**config.mk**
```make
export PLATFORM = sky130hd
export DESIGN_NAME = decode_queue
export DESIGN_NICKNAME = d
export VERILOG_FILES = /design/src/rtl/decode_queue.sv
export SDC_FILE = /design/constraint.sdc
export NUM_CORES = 1
export LEC_CHECK = 0
export BUFFER_PORTS_ARGS = -buffer_cell sky130_fd_sc_hd__buf_2
export CAP_MARGIN = 10
export CORE_ASPECT_RATIO = 1.2
export CORE_MARGIN = 1
export CORE_UTILIZATION = 61
export CTS_CLUSTER_DIAMETER = 60
export DETAILED_ROUTE_END_ITERATION = 8
export PLACE_DENSITY = 0.86
export SYNTH_ARGS = -nofsm -noshare
export SYNTH_HDL_FRONTEND = slang
export SYNTH_SLANG_ARGS = --single-unit
```
**constraint.sdc**
```tcl
create_clock -name clk -period 10.3 [get_ports clk]
set_clock_uncertainty 0.1 [all_clocks]
set_input_delay 0.515 -clock clk [delete_from_list [all_inputs] [get_ports clk]]
set_output_delay 0.515 -clock clk [all_outputs]
set_load 0.02 [all_outputs]
```
**src/rtl/decode_queue.sv**
```systemverilog
// Instruction buffer (circular FIFO of {ir, pc}) with a combinational MIPS decoder on the head entry.
// Optional macro DECODE_ILLEGAL_EN flags head words that match no supported encoding.
module decode_queue #(
    parameter int DEPTH = 4,
    parameter int PC_W  = 32
) (
    input  logic                   clk,
    input  logic                   rst,
    input  logic                   flush,
    input  logic                   in_valid,
    output logic                   in_ready,
    input  logic [31:0]            in_ir,
    input  logic [PC_W-1:0]        in_pc,
    output logic                   out_valid,
    input  logic                   out_ready,
    output logic [PC_W-1:0]        out_pc,
    output logic [4:0]             out_id,
    output logic                   out_illegal,
    output logic [4:0]             out_rsc,
    output logic [4:0]             out_rtc,
    output logic [4:0]             out_rdc,
    output logic [4:0]             out_shamt,
    output logic [31:0]            out_imm32,
    output logic [25:0]            out_index,
    output logic                   out_rs_used,
    output logic                   out_rt_used,
    output logic                   out_rd_wr,
    output logic [$clog2(DEPTH):0] count
);

    localparam int AW = $clog2(DEPTH);
    localparam int CW = AW + 1;
    localparam logic [CW-1:0] FULL = CW'(DEPTH);

    logic [31:0]     ir_mem [DEPTH];
    logic [PC_W-1:0] pc_mem [DEPTH];
    logic [AW-1:0]   wr_ptr;
    logic [AW-1:0]   rd_ptr;
    logic            push;
    logic            pop;
    logic [31:0]     head_ir;
    logic [5:0]      op;
    logic [5:0]      fn;

    assign in_ready  = (count != FULL);
    assign out_valid = (count != '0);
    assign push      = in_valid && in_ready;
    assign pop       = out_valid && out_ready;

    always_ff @(posedge clk or posedge rst) begin
        if (rst) begin
            count  <= '0;
            wr_ptr <= '0;
            rd_ptr <= '0;
        end else if (flush) begin
            count  <= '0;
            wr_ptr <= '0;
            rd_ptr <= '0;
        end else begin
            if (push) wr_ptr <= wr_ptr + 1'b1;
            if (pop)  rd_ptr <= rd_ptr + 1'b1;
            case ({push, pop})
                2'b10:   count <= count + 1'b1;
                2'b01:   count <= count - 1'b1;
                default: ;
            endcase
        end
    end

    // Storage is data only: never reset, occupancy tracking makes stale words invisible.
    always_ff @(posedge clk) begin
        if (push) begin
            ir_mem[wr_ptr] <= in_ir;
            pc_mem[wr_ptr] <= in_pc;
        end
    end

    assign head_ir = ir_mem[rd_ptr];
    assign op      = head_ir[31:26];
    assign fn      = head_ir[5:0];
    assign out_pc  = out_valid ? pc_mem[rd_ptr] : '0;

    always_comb begin
        out_id = 5'd0;
        if (out_valid) begin
            if (op == 6'h00) begin
                case (fn)
                    6'h20: out_id = 5'd1;
                    6'h21: out_id = 5'd2;
                    6'h22: out_id = 5'd3;
                    6'h23: out_id = 5'd4;
                    6'h24: out_id = 5'd5;
                    6'h25: out_id = 5'd6;
                    6'h26: out_id = 5'd7;
                    6'h27: out_id = 5'd8;
                    6'h2A: out_id = 5'd9;
                    6'h2B: out_id = 5'd10;
                    6'h00: out_id = 5'd11;
                    6'h02: out_id = 5'd12;
                    6'h03: out_id = 5'd13;
                    6'h04: out_id = 5'd14;
                    6'h06: out_id = 5'd15;
                    6'h07: out_id = 5'd16;
                    6'h08: out_id = 5'd17;
                    default: out_id = 5'd0;
                endcase
            end else begin
                case (op)
                    6'h08: out_id = 5'd18;
                    6'h09: out_id = 5'd19;
                    6'h0C: out_id = 5'd20;
                    6'h0D: out_id = 5'd21;
                    6'h0E: out_id = 5'd22;
                    6'h23: out_id = 5'd23;
                    6'h2B: out_id = 5'd24;
                    6'h04: out_id = 5'd25;
                    6'h05: out_id = 5'd26;
                    6'h0A: out_id = 5'd27;
                    6'h0B: out_id = 5'd28;
                    6'h0F: out_id = 5'd29;
                    6'h02: out_id = 5'd30;
                    6'h03: out_id = 5'd31;
                    default: out_id = 5'd0;
                endcase
            end
        end
    end

    // Field extraction keys off the decoded id, so unknown or absent heads yield all zeros.
    always_comb begin
        out_rsc     = 5'd0;
        out_rtc     = 5'd0;
        out_rdc     = 5'd0;
        out_shamt   = 5'd0;
        out_imm32   = 32'd0;
        out_index   = 26'd0;
        out_rs_used = 1'b0;
        out_rt_used = 1'b0;
        out_rd_wr   = 1'b0;
        if (out_id >= 5'd1 && out_id <= 5'd17) begin
            if (out_id >= 5'd11 && out_id <= 5'd13) begin
                out_shamt = head_ir[10:6];
            end else begin
                out_rsc     = head_ir[25:21];
                out_rs_used = 1'b1;
            end
            if (out_id != 5'd17) begin
                out_rtc     = head_ir[20:16];
                out_rt_used = 1'b1;
                out_rdc     = head_ir[15:11];
                out_rd_wr   = 1'b1;
            end
        end
        case (out_id)
            5'd18, 5'd19, 5'd23, 5'd27, 5'd28: begin
                out_rsc     = head_ir[25:21];
                out_rs_used = 1'b1;
                out_rdc     = head_ir[20:16];
                out_rd_wr   = 1'b1;
                out_imm32   = {{16{head_ir[15]}}, head_ir[15:0]};
            end
            5'd20, 5'd21, 5'd22: begin
                out_rsc     = head_ir[25:21];
                out_rs_used = 1'b1;
                out_rdc     = head_ir[20:16];
                out_rd_wr   = 1'b1;
                out_imm32   = {16'h0000, head_ir[15:0]};
            end
            5'd24, 5'd25, 5'd26: begin
                out_rsc     = head_ir[25:21];
                out_rs_used = 1'b1;
                out_rtc     = head_ir[20:16];
                out_rt_used = 1'b1;
                out_imm32   = {{16{head_ir[15]}}, head_ir[15:0]};
            end
            5'd29: begin
                out_rdc   = head_ir[20:16];
                out_rd_wr = 1'b1;
                out_imm32 = {head_ir[15:0], 16'h0000};
            end
            5'd30: out_index = head_ir[25:0];
            5'd31: begin
                out_index = head_ir[25:0];
                out_rdc   = 5'd31;
                out_rd_wr = 1'b1;
            end
            default: ;
        endcase
    end

`ifdef DECODE_ILLEGAL_EN
    assign out_illegal = out_valid && (out_id == 5'd0);
`else
    assign out_illegal = 1'b0;
`endif

endmodule

```
Word level (Yosys, flattened, before mapping). Memories as Yosys holds them, arrays and structs flattened. Cells that the tools add are included.

Memory bits (read-only): 640. Bits in writable memories: 256. Input bits: 69. Output and inout bits: 124. Bits in registers: 7. Word-level logic and storage cells: 80. Memories kept: 4. Latch bits: 0.

Memory list: (name not given) (words 64, bits a word 5, rd ports 1, clocked after Yosys merged registers in 0, wr ports 0, RTL line 87) `case (fn)`; (name not given) (words 64, bits a word 5, rd ports 1, clocked after Yosys merged registers in 0, wr ports 0, RTL line 108) `case (op)`; ir_mem (words 4, bits a word 32, rd ports 1, clocked after Yosys merged registers in 0, wr ports 1, RTL line 35) `logic [31:0] ir_mem [DEPTH];`; pc_mem (words 4, bits a word 32, rd ports 1, clocked after Yosys merged registers in 0, wr ports 1, RTL line 36) `logic [PC_W-1:0] pc_mem [DEPTH];`.

Shifts and indexed selects: 0. Magnitude comparators: 4. Equality and inequality tests: 18. Bitwise operators: 0. $mul: 0. Multiplexer cells: 31. Divide/modulo/power cells: 0. Add/subtract/negate cells: 4. Reductions and logical operators: 16.

Operator list (count): case mux 32 bit (3 select lines) (1); equality test 5 bit (second input constant) (14); two-way mux 5 bit (12); two-way mux 32 bit (1); two-way mux 26 bit (1); OR reduction 11 bit (1); case mux 5 bit (2 select lines) (1); OR reduction 10 bit (1); two-way mux 1 bit (9); OR reduction 9 bit (1); two-way mux 2 bit (4); OR reduction 8 bit (1); zero test 6 bit (1); case mux 3 bit (2 select lines) (1); nonzero test 3 bit (2); OR reduction 3 bit (2); >= comparator 5 x 1 -> 1 bit (second input constant) (1); >= comparator 5 x 4 -> 1 bit (second input constant) (1); <= comparator 5 x 4 -> 1 bit (second input constant) (1); <= comparator 5 bit (second input constant) (1); inequality test 5 bit (second input constant) (1); adder 2 x 1 -> 2 bit (second input constant) (2); logical AND 1 bit (4); nonzero test 2 bit (2); 7 further kinds (7).

Longest topological paths before layout. Gate-level depths: netlist of the first run. An unclocked memory read counts as a cell.

Depth after elaboration: 9. Mapped depth: 17. Gate-level depth less buffers: 13.

Worst setup path before layout of the first run. Ideal clock, no wire load.

Path kind: flip-flop to output port. Start: register rd_ptr[1]. End: output out_rsc[0]. Arrival: 3.603 ns. Path slack: 6.082 ns. Path buffers: 5. Stages on the path, launching flop included: 15. Required time: 9.685 ns. Cell sequence: dfrtp_1 > buf_2 > buf_2 > buf_2 > mux4_2 > inv_1 > ha_1 > or4b_4 > nor3_2 > a31oi_1 > a311o_1 > buf_6 > and3_1 > buf_2 > nor3b_1.

Cells in the longest elaborated chain, start to end: 9. Elaborated cells on any way between the ends: 27. Those cells by class: order compare (4); eq/ne (11); mux (5); reduce/logical (4); memory (3).

Ends and longest elaborated chain: from (decl) (RTL line 38) `logic [AW-1:0] rd_ptr;`; from (signal assigned) (RTL line 61) `if (pop) rd_ptr <= rd_ptr + 1'b1;`; memory (4 x 32 bit) (*); memory (64 x 5 bit) (tied with other cells); two-way mux 5 bit (RTL line 86) `if (op == 6'h00) begin`; two-way mux 5 bit (RTL line 85) `if (out_valid) begin`; >= comparator 5 x 4 -> 1 bit or <= comparator 5 x 4 -> 1 bit (tied branches) (RTL line 141) `if (out_id >= 5'd11 && out_id <= 5'd13) begin`; logical AND 1 bit (RTL line 141); two-way mux 5 bit (RTL line 141); two-way mux 5 bit (RTL line 140) `if (out_id >= 5'd1 && out_id <= 5'd17) begin`; two-way mux 5 bit (*) (RTL line 154) `case (out_id)`; to (decl) (RTL line 19) `output logic [4:0] out_rsc,`.

Mark *: on every way between the ends. The rest lies on a longest branch, timed or not.

Worst setup path in the final report of the first run.
Start: register rd_ptr[0]. End: output out_imm32[8].

Cells in the longest elaborated chain, start to end: 7. Elaborated cells on any way between the ends: 21. Those cells by class: eq/ne (12); mux (3); reduce/logical (3); memory (3).

Ends and longest elaborated chain: memory (4 x 32 bit) (*); memory (64 x 5 bit) (tied with other cells); two-way mux 5 bit (RTL line 86); two-way mux 5 bit (RTL line 85); equality test 5 bit (RTL line 154); OR reduction 8 bit (no line) or OR reduction 3 bit (tied branches); case mux 32 bit (3 select lines) (*) (RTL line 154); to (decl) (RTL line 23) `output logic [31:0] out_imm32,`.

Marked as above.

==> results of run 1 <==
==> how the worst max path moves through the flow <==
stage | slack, ns | depth (start not counted) | start | endpoint
2_1_floorplan | 6.08 | 14 | rd_ptr[1] | out_rsc[0]
3_3_place_gp | 5.02 | 11 | rd_ptr[0] | out_imm32[15]
3_5_place_dp | 4.90 | 11 | rd_ptr[0] | out_imm32[8]
4_1_cts | 4.33 | 11 | rd_ptr[0] | out_imm32[8]
5_1_grt | 3.95 | 10 | rd_ptr[0] | out_imm32[1]
6_report | 4.37 | 11 | rd_ptr[0] | out_imm32[8]
==> flip-flops by register name (all words and copies together), names as in the netlist <==
| register | flops |
|---|---|
| ir_mem | 128 |
| wr_ptr | 2 |
| rd_ptr | 2 |
| count | 3 |
| pc_mem | 128 |
==> routing by layer <==
layer	routed length, microns	part of all wire (%)	up-vias
met4	597	2.6	8
met3	1430	6.2	53
met2	11800	51	254
met5	51	0.22	-
li1	-	-	2997
met1	9260	40	3228
==> layout by cell type (no fill, tap or decap), drive strengths merged, types with 14 or more instances in the layout <==
master / instances
a21o: 16
and2: 41
buf: 194
clkbuf: 32
edfxtp: 256
ha: 14
inv: 26
mux2i: 18
mux4: 58
nand2: 16
nor2: 55
o21ai: 17
==> power by group through the flow <==
stage               combinational, mW  sequential, mW  clock, mW
floorplan                       0.982            1.36          0
global placement                 1.31            1.39          0
detailed placement               1.32            1.40          0
CTS                              1.33            1.38      0.928
global route                     1.42            1.39      0.967
finish                           1.32            1.37      0.916
==> repair_timing <==
item	CTS	global route
endpoints found under the hold margin	7	0
gates resized for setup	0	0
hold buffers	1	0
==> logic make-up after synthesis <==
| family | after synthesis | share of synthesized area, % |
|---|---|---|
| other cells | 1 | 0.0326 |
| flops | 263 | 68.4 |
| fa+ha+maj | 15 | 1.70 |
| simple gates | 166 | 8.02 |
| mux | 89 | 14.2 |
| buf+inv | 63 | 2.68 |
| xor+xnor | 5 | 0.381 |
| compound gates | 70 | 4.63 |
==> final cells by class <==
type	instances	area, sq um
inverters	26	110
multi-input cells	346	3350
diodes	3	7.51
repair buffers	195	988
clock inverters	13	170
well taps	252	315
fillers	1130	4850
flip-flops and latches	263	7870
clock buffers	32	652
==> per-stage QoR <==
stage / power [mW] / cell area [sq um] / worst slack, ns / hold WS (ns)
after CTS: 3.63 / 13500 / 4.33 / 0.0979
after detailed placement: 2.72 / 12600 / 4.90 / 0.363
after global routing: 3.78 / 13500 / 3.95 / 0.0967
after global placement: 2.70 / 12600 / 5.02 / 0.356
after floorplan: 2.34 / 11500 / 6.08 / 0.218
final: 3.62 / 13500 / 4.37 / 0.117
==> metrics.json, run 1 <==
{
  "critPathCaptureType": {"value": "output pin"},
  "cp_max_fo": {"value": 40},
  "floorplan.rows": {"value": 54},
  "place_congestion": {"value": 0.909},
  "nets": {"value": 941},
  "crit-reg2reg-launch": {"value": "count[1]"},
  "fp.dieW": {"value": 127, "unit": "microns"},
  "cell_count_final_fillers_out": {"value": 1130},
  "hold_path.class": {"value": "in2reg"},
  "fp.dieH": {"value": 152, "unit": "microns"},
  "hpwlAfterDp": {"value": 14400, "unit": "microns"},
  "int_pwr": {"value": 2.35, "unit": "mW"},
  "insertion_delay": {"value": 0.51, "unit": "ns"},
  "post-route-util": {"value": 73.5, "unit": "%"},
  "htree_num_levels": {"value": 1},
  "wire_length_of_the_first_global_routing_pass": {"value": 35500, "unit": "microns"},
  "grt_usage": {"value": 24.3, "unit": "%"},
  "dieArea": {"value": 19400, "unit": "sq um"},
  "worst-path-buf-inv": {"value": 2},
  "synth_enable_flop_cells": {"value": 256},
  "drcViolationCount": {"value": 0},
  "drv_cap": {"value": 0},
  "power_switching": {"value": 1.26, "unit": "mW"},
  "number_of_different_library_cells_in_the_post_synthesis_netlist": {"value": 68},
  "wire_per_inst": {"value": 20.5, "unit": "microns"},
  "drt_first_pass_iters": {"value": 5},
  "max_freq": {"value": 0.169, "unit": "GHz"},
  "syn-mean-instance-area": {"value": 17.1, "unit": "sq um"},
  "cts_inserted_buffers": {"value": 25},
  "timing_worst_slew_pin_value": {"value": 1.02, "unit": "ns"},
  "tritoncts": {"value": "yes"},
  "grt.met1_usage": {"value": 31.2, "unit": "%"},
  "status": {"value": "complete, no violations"},
  "postSynthCellCount": {"value": 672},
  "synthDominantAreaCellType": {"value": "edfxtp_1"},
  "layout-drive-gt1-share": {"value": 36.7, "unit": "%"},
  "reg2reg_slack": {"value": 7.23, "unit": "ns"},
  "timing.critical_path.slowest_cell_delay": {"value": 0.94, "unit": "ns"},
  "worst_setup_hold_path_clk_slew": {"value": 0.06, "unit": "ns"},
  "holdCritStartpoint": {"value": "in_pc[15]"},
  "timing.critical_path.required": {"value": 9.69, "unit": "ns"},
  "report.final.slew_viol_count": {"value": 0},
  "min_tclk_post_route": {"value": 5.93, "unit": "ns"},
  "drt_wl_total": {"value": 23100, "unit": "microns"},
  "cts_sinks": {"value": 263},
  "setup-tns-final": {"value": 0, "unit": "ns"},
  "timing.critical_path.cells": {"value": "buf_4 > mux2_2 > ha_1 > mux2i_1 > a221oi_1 > o31a_1 > nor2_1 > o21ai_1 > o221ai_2 > nor2_1 > buf_2"},
  "post_synth_design_cell_area": {"value": 11500, "unit": "sq um"},
  "mapped_nets": {"value": 756},
  "timing_hold_violations_final": {"value": 0},
  "top_cells_by_area_in_the_synthesized_netlist": {"value": "edfxtp_1 (67%), mux4_2 (11%), and2_1 (2.2%)"},
  "ios": {"value": 193},
  "most_common_cell_on_crit_path": {"value": "nor2_1"},
  "power.static_leakage": {"value": 5.06, "unit": "nW"},
  "dr.first_iter.drc_count": {"value": 471},
  "synth.most_common_cell": {"value": "edfxtp_1"},
  "grt_start_max_net_pins": {"value": 71},
  "setup-violations-final": {"value": 0},
  "power_per_unit_of_standard_cell_area": {"value": 269, "unit": "nW/um^2"},
  "first_global_vias": {"value": 6523},
  "synth.ff_latch_count": {"value": 263},
  "comb_power_share": {"value": 36.6, "unit": "%"},
  "ir_worst_vdd": {"value": 0.191, "unit": "mV"},
  "swShare": {"value": 34.9, "unit": "%"},
  "core": {"value": 18300, "unit": "sq um"},
  "globalRouteMet2Util": {"value": 41.4, "unit": "%"},
  "global_route.peak_usage_layer": {"value": "met2"},
  "whs_path_depth": {"value": 1},
  "relSlewSlack": {"value": 31.9, "unit": "%"},
  "ys_dominant_reg_cell": {"value": "edfxtp_1"},
  "crit_type": {"value": "reg2out"},
  "seq_power_share": {"value": 38.0, "unit": "%"},
  "synth.yosys.warnings": {"value": 0},
  "postRouteAntennaNets": {"value": 0},
  "holdPathEnd": {"value": "pc_mem[2][15]"},
  "timing.rr.end": {"value": "count[2]"},
  "synth-seq-area-share": {"value": 68.4, "unit": "%"},
  "worst-r2r-cell-count": {"value": 9},
  "worst_ep_arrival_time": {"value": 5.32, "unit": "ns"},
  "worstSetupStartpointType": {"value": "flip-flop"},
  "async_reset_ff_share": {"value": 2.66, "unit": "%"},
  "grt.met3_usage": {"value": 5.41, "unit": "%"},
  "starting_density": {"value": 62.8, "unit": "%"},
  "number_of_input_and_output_port_buffers_inserted": {"value": 191},
  "min_period_over_period": {"value": 57.6, "unit": "%"},
  "netlist_top_cells_count": {"value": "edfxtp_1 (256), mux4_2 (58), nor2_1 (55)"},
  "critPathTopFamily": {"value": "compound AO/OA/AOI/OAI gates"},
  "synth.top_cell.area_share": {"value": 66.8, "unit": "%"},
  "cts_post_setup_buffers_inserted": {"value": 0},
  "cts.root.buffer_cell": {"value": "clkbuf_16"},
  "dr_total_vias": {"value": 6540},
  "pwr-share-clk": {"value": 25.3, "unit": "%"},
  "global_route.overflow_total": {"value": 0},
  "dp.cells": {"value": 1081},
  "vias_per_cell": {"value": 5.79},
  "grt_antenna_before_repair": {"value": 7},
  "rsz0062_at_grt": {"value": "false"},
  "slowest_stage": {"value": "dfrtp_4"},
  "area.growth.synth_to_final": {"value": 17.1, "unit": "%"},
  "clock_path_buffers": {"value": 3}
}
Note: power is estimated with default switching activity, not from simulation.
==> run 2: changes to the inputs <==
--- a/config.mk
+++ b/config.mk
@@ -5,14 +5,15 @@
 export SDC_FILE = /design/constraint.sdc
 export NUM_CORES = 1
 export LEC_CHECK = 0
+export ABC_AREA = 1
 export BUFFER_PORTS_ARGS = -buffer_cell sky130_fd_sc_hd__buf_2
 export CAP_MARGIN = 10
 export CORE_ASPECT_RATIO = 1.2
 export CORE_MARGIN = 1
-export CORE_UTILIZATION = 61
+export CORE_UTILIZATION = 51
 export CTS_CLUSTER_DIAMETER = 60
 export DETAILED_ROUTE_END_ITERATION = 8
-export PLACE_DENSITY = 0.86
+export PLACE_DENSITY = 0.76
 export SYNTH_ARGS = -nofsm -noshare
 export SYNTH_HDL_FRONTEND = slang
 export SYNTH_SLANG_ARGS = --single-unit
==> constraint.sdc (replaced) <==
create_clock -name clk -period 5.1 [get_ports clk]
set_clock_uncertainty 0.1 [all_clocks]
set_input_delay 0.255 -clock clk [delete_from_list [all_inputs] [get_ports clk]]
set_output_delay 0.255 -clock clk [all_outputs]
set_load 0.02 [all_outputs]
==> metrics.json, run 2 <==
{
  "multiInputGateArea": {"value": 3530, "unit": "sq um", "change": "+5.2%"},
  "ys_dominant_reg_cell": {"value": "edfxtp_1"},
  "synthDominantAreaCellType": {"value": "edfxtp_1"},
  "synth.top_cell.area_share": {"value": 64.9, "unit": "%", "change": "-1.9 points"},
  "setup-tns-final": {"value": 0, "unit": "ns", "change": "unchanged"},
  "place_congestion": {"value": 0.902, "change": "-0.76%"},
  "max_freq": {"value": 0.217, "unit": "GHz"},
  "postRouteAntennaNets": {"value": 0, "change": "unchanged"},
  "reg.largest.list": {"value": "ir_mem: 128 flops, pc_mem: 128 flops, count: 3 flops"},
  "final-seq-area": {"value": 7870, "unit": "sq um", "change": "about the same"},
  "setup-violations-final": {"value": 0, "change": "unchanged"},
  "most_common_cell_on_crit_path": {"value": "nand2_1"},
  "top_cells_by_area_in_the_synthesized_netlist": {"value": "edfxtp_1 (65%), nand2_1 (8.0%), nor2_1 (6.6%)"},
  "syn-mean-instance-area": {"value": 10.5, "unit": "sq um", "change": "-39%"},
  "synth.most_common_cell": {"value": "edfxtp_1"},
  "timing.critical_path.cells": {"value": "buf_4 > nand2_1 > nand3_1 > nand2_1 > inv_1 > ha_1 > inv_1 > nand2_1 > nand3_1 > nand2_1 > nand2_1 > nand2_1 > nand2_1 > inv_2 > nor2_2 > nand2_1 > nand2_1 > nand3_2 > nor2_4 > nor2_1 > buf_2"},
  "crit-reg2reg-launch": {"value": "count[1]"},
  "dr.first_iter.drc_count": {"value": 595, "change": "+26%"},
  "fp.dieW": {"value": 141, "unit": "microns", "change": "+11%"},
  "synth.ff_latch_count": {"value": 263, "change": "unchanged"},
  "global_route.overflow_total": {"value": 0, "change": "unchanged"},
  "rsz0062_at_grt": {"value": "false"},
  "netlist_top_cells_count": {"value": "edfxtp_1 (256), nand2_1 (252), nor2_1 (209)"},
  "status": {"value": "complete, no violations"},
  "nets": {"value": 1461, "change": "+55%"},
  "reg2reg_slack": {"value": 2.25, "unit": "ns", "change": "-4.98 ns"},
  "power.static_leakage": {"value": 6.25, "unit": "nW", "change": "+24%"},
  "worst_setup_hold_path_clk_slew": {"value": 0.06, "unit": "ns", "change": "about the same"},
  "worst_setup_path_endpoint": {"value": "out_imm32[12]"},
  "grt_antenna_before_repair": {"value": 2, "change": "-5"},
  "worst_ep_arrival_time": {"value": 4.25, "unit": "ns", "change": "-1.07 ns"},
  "clock_path_buffers": {"value": 3, "change": "unchanged"},
  "synth-seq-area-share": {"value": 66.4, "unit": "%", "change": "-2.0 points"},
  "timing.critical_path.required": {"value": 4.74, "unit": "ns", "change": "-4.95 ns"},
  "cts.root.buffer_cell": {"value": "clkbuf_16"},
  "timing.rr.end": {"value": "count[2]"},
  "mapped_nets": {"value": 1210, "change": "+60%"},
  "async_reset_ff_share": {"value": 2.66, "unit": "%", "change": "unchanged"},
  "postSynthCellCount": {"value": 1126, "change": "+68%"},
  "starting_density": {"value": 52.4, "unit": "%", "change": "-10 points"},
  "hold_path.class": {"value": "in2async"},
  "cts_post_setup_buffers_inserted": {"value": 0, "change": "unchanged"},
  "most-common-layout-cells": {"value": "edfxtp_1 (256), nand2_1 (252), nor2_1 (205)"},
  "core": {"value": 22600, "unit": "sq um", "change": "+23%"},
  "post_synth_design_cell_area": {"value": 11800, "unit": "sq um", "change": "+3.0%"},
  "number_of_input_and_output_port_buffers_inserted": {"value": 191, "change": "unchanged"},
  "post-route-util": {"value": 64.6, "unit": "%", "change": "-9.0 points"},
  "dr_total_vias": {"value": 8890, "change": "+36%"},
  "cts_inserted_buffers": {"value": 25, "change": "unchanged"},
  "cts_hold_buffers": {"value": 67, "change": "+66"},
  "insertion_delay": {"value": 0.52, "unit": "ns", "change": "about the same"},
  "grt_start_max_net_pins": {"value": 69, "change": "-2.8%"},
  "area.growth.synth_to_final": {"value": 23.2, "unit": "%"},
  "cts_sinks": {"value": 263, "change": "unchanged"},
  "report.final.slew_viol_count": {"value": 0, "change": "unchanged"},
  "min_period_over_period": {"value": 90.4, "unit": "%"},
  "crit_type": {"value": "reg2out"},
  "mostFrequentLayoutCell": {"value": "edfxtp_1"},
  "drv_cap": {"value": 0, "change": "unchanged"},
  "number_of_different_library_cells_in_the_post_synthesis_netlist": {"value": 32, "change": "-53%"},
  "drt_wl_total": {"value": 28200, "unit": "microns", "change": "+22%"},
  "crit_path_start": {"value": "rd_ptr[0]"},
  "synth.yosys.warnings": {"value": 0, "change": "unchanged"},
  "hpwlAfterDp": {"value": 17500, "unit": "microns", "change": "+21%"},
  "dieArea": {"value": 23800, "unit": "sq um", "change": "+23%"},
  "slowest_stage": {"value": "buf_4"},
  "fillcell_total": {"value": 1723, "change": "+52%"},
  "vias_per_cell": {"value": 5.21, "change": "-10%"},
  "ios": {"value": 193, "change": "unchanged"},
  "drcViolationCount": {"value": 0, "change": "unchanged"},
  "worstSetupStartpointType": {"value": "flip-flop"},
  "relSlewSlack": {"value": 28.4, "unit": "%", "change": "-3.6 points"},
  "synth_enable_flop_cells": {"value": 256, "change": "unchanged"},
  "min_tclk_post_route": {"value": 4.61, "unit": "ns"},
  "fp.dieH": {"value": 169, "unit": "microns", "change": "+11%"},
  "worst-r2r-cell-count": {"value": 10, "change": "+1"},
  "layout-drive-gt1-share": {"value": 21.7, "unit": "%", "change": "-15 points"},
  "cp_max_fo": {"value": 68, "change": "+70%"},
  "critPathCaptureType": {"value": "output pin"},
  "drt_first_pass_iters": {"value": 5, "change": "unchanged"},
  "ir_worst_vdd": {"value": 0.421, "unit": "mV", "change": "+120%"},
  "grt_usage": {"value": 23.8, "unit": "%", "change": "-0.46 points"},
  "wire_length_of_the_first_global_routing_pass": {"value": 44300, "unit": "microns", "change": "+25%"},
  "tritoncts": {"value": "yes"},
  "timing_worst_slew_pin_value": {"value": 1.07, "unit": "ns", "change": "+0.0509 ns"},
  "timing_hold_violations_final": {"value": 0, "change": "unchanged"},
  "cts.repair.resized": {"value": 0, "change": "unchanged"},
  "power_per_unit_of_standard_cell_area": {"value": 552, "unit": "nW/um^2", "change": "+110%"},
  "floorplan.rows": {"value": 60, "change": "+11%"},
  "wire_per_inst": {"value": 16.5, "unit": "microns", "change": "-19%"},
  "first_global_vias": {"value": 8849, "change": "+36%"},
  "htree_num_levels": {"value": 1, "change": "unchanged"},
  "timing.critical_path.slowest_cell_delay": {"value": 0.55, "unit": "ns", "change": "-0.39 ns"}
}
==> run 2: cell types whose count changed after synthesis, moves of 20 or more <==
cell / previous run / this run
a32oi_1: 0 / 20
inv_1: 23 / 59
mux4_2: 58 / 0
and2_1: 41 / 0
o21ai_0: 12 / 71
nor2_1: 55 / 209
nand2_1: 15 / 252
nand3_1: 5 / 60
a21oi_1: 3 / 52
==> run 2: logic make-up (layout without fill, tap and decap cells) <==
logic type,count (synthesis),in the layout,synth area share [%]
buffers and inverters,121,390,4.17
xor gates and xnor gates,3,3,0.222
other,1,3,0.0317
adders and majority gates,15,15,1.65
AOI/OAI and AO/OA,157,157,7.67
DFF,263,263,66.4
and+or+nand+nor,566,566,19.9
==> run 2: cell type report <==
type                    count  share of cell area [%]
clock buffers              35                    4.68
inverters                  69                    1.78
flip-flops and latches    263                    53.9
repair buffers            276                    12.2
diodes                      2                  0.0343
well taps                 310                    2.66
multi-input cells         742                    24.2
clock inverters            10                   0.532
==> run 2: how the worst min path moves through the flow <==
| stage | startpoint | end | slack [ns] | cells past startpoint |
|---|---|---|---|---|
| 3_3_place_gp | rst | wr_ptr[0] | 0.10 | 2 |
| 4_1_cts | rst | count[0] | 0.11 | 3 |
| 5_1_grt | rst | count[0] | 0.15 | 3 |
| 2_1_floorplan | rst | count[0] | -0.04 | 1 |
| 6_report | rst | count[0] | 0.14 | 3 |
| 3_5_place_dp | rst | wr_ptr[1] | 0.11 | 2 |
==> run 2: power by group <==
part	leakage (nW)	switching, mW	internal (mW)
registers	2.44	0.0679	2.63
clock network	0.371	0.738	0.983
logic	3.44	2.60	1.04
==> run 2: worst max-delay path, delay by kind of cell, from the launching register on <==
family	cells	cell delay [ns]
and+or+nand+nor	15	1.92
buffers and inverters	5	1.07
DFF	1	0.42
adders and majority gates	1	0.26
==> run 2: per-layer routing <==
| layer | routed length, microns | global-route usage, % | up-vias |
|---|---|---|---|
| met5 | 0 | 0 | - |
| met4 | 829 | 10.2 | 0 |
| met3 | 1820 | 4.02 | 54 |
| met2 | 14400 | 43.0 | 355 |
| met1 | 11200 | 27.9 | 4156 |
| li1 | - | - | 4325 |
==> run 2: through the flow <==
| stage | power (mW) | setup WS (ns) | std cells | instance area (sq um) | hold WS (ns) |
|---|---|---|---|---|---|
| after floorplan | 5.17 | 0.835 | 1126 | 11800 | -0.0416 |
| after global placement | 6.25 | 1.16 | 1592 | 13100 | 0.103 |
| after detailed placement | 6.29 | 1.09 | 1592 | 13100 | 0.114 |
| after CTS | 8.05 | 0.537 | 1704 | 14600 | 0.112 |
| after global routing | 8.52 | 0.118 | 1706 | 14600 | 0.147 |
| final | 8.05 | 0.491 | 1707 | 14600 | 0.141 |
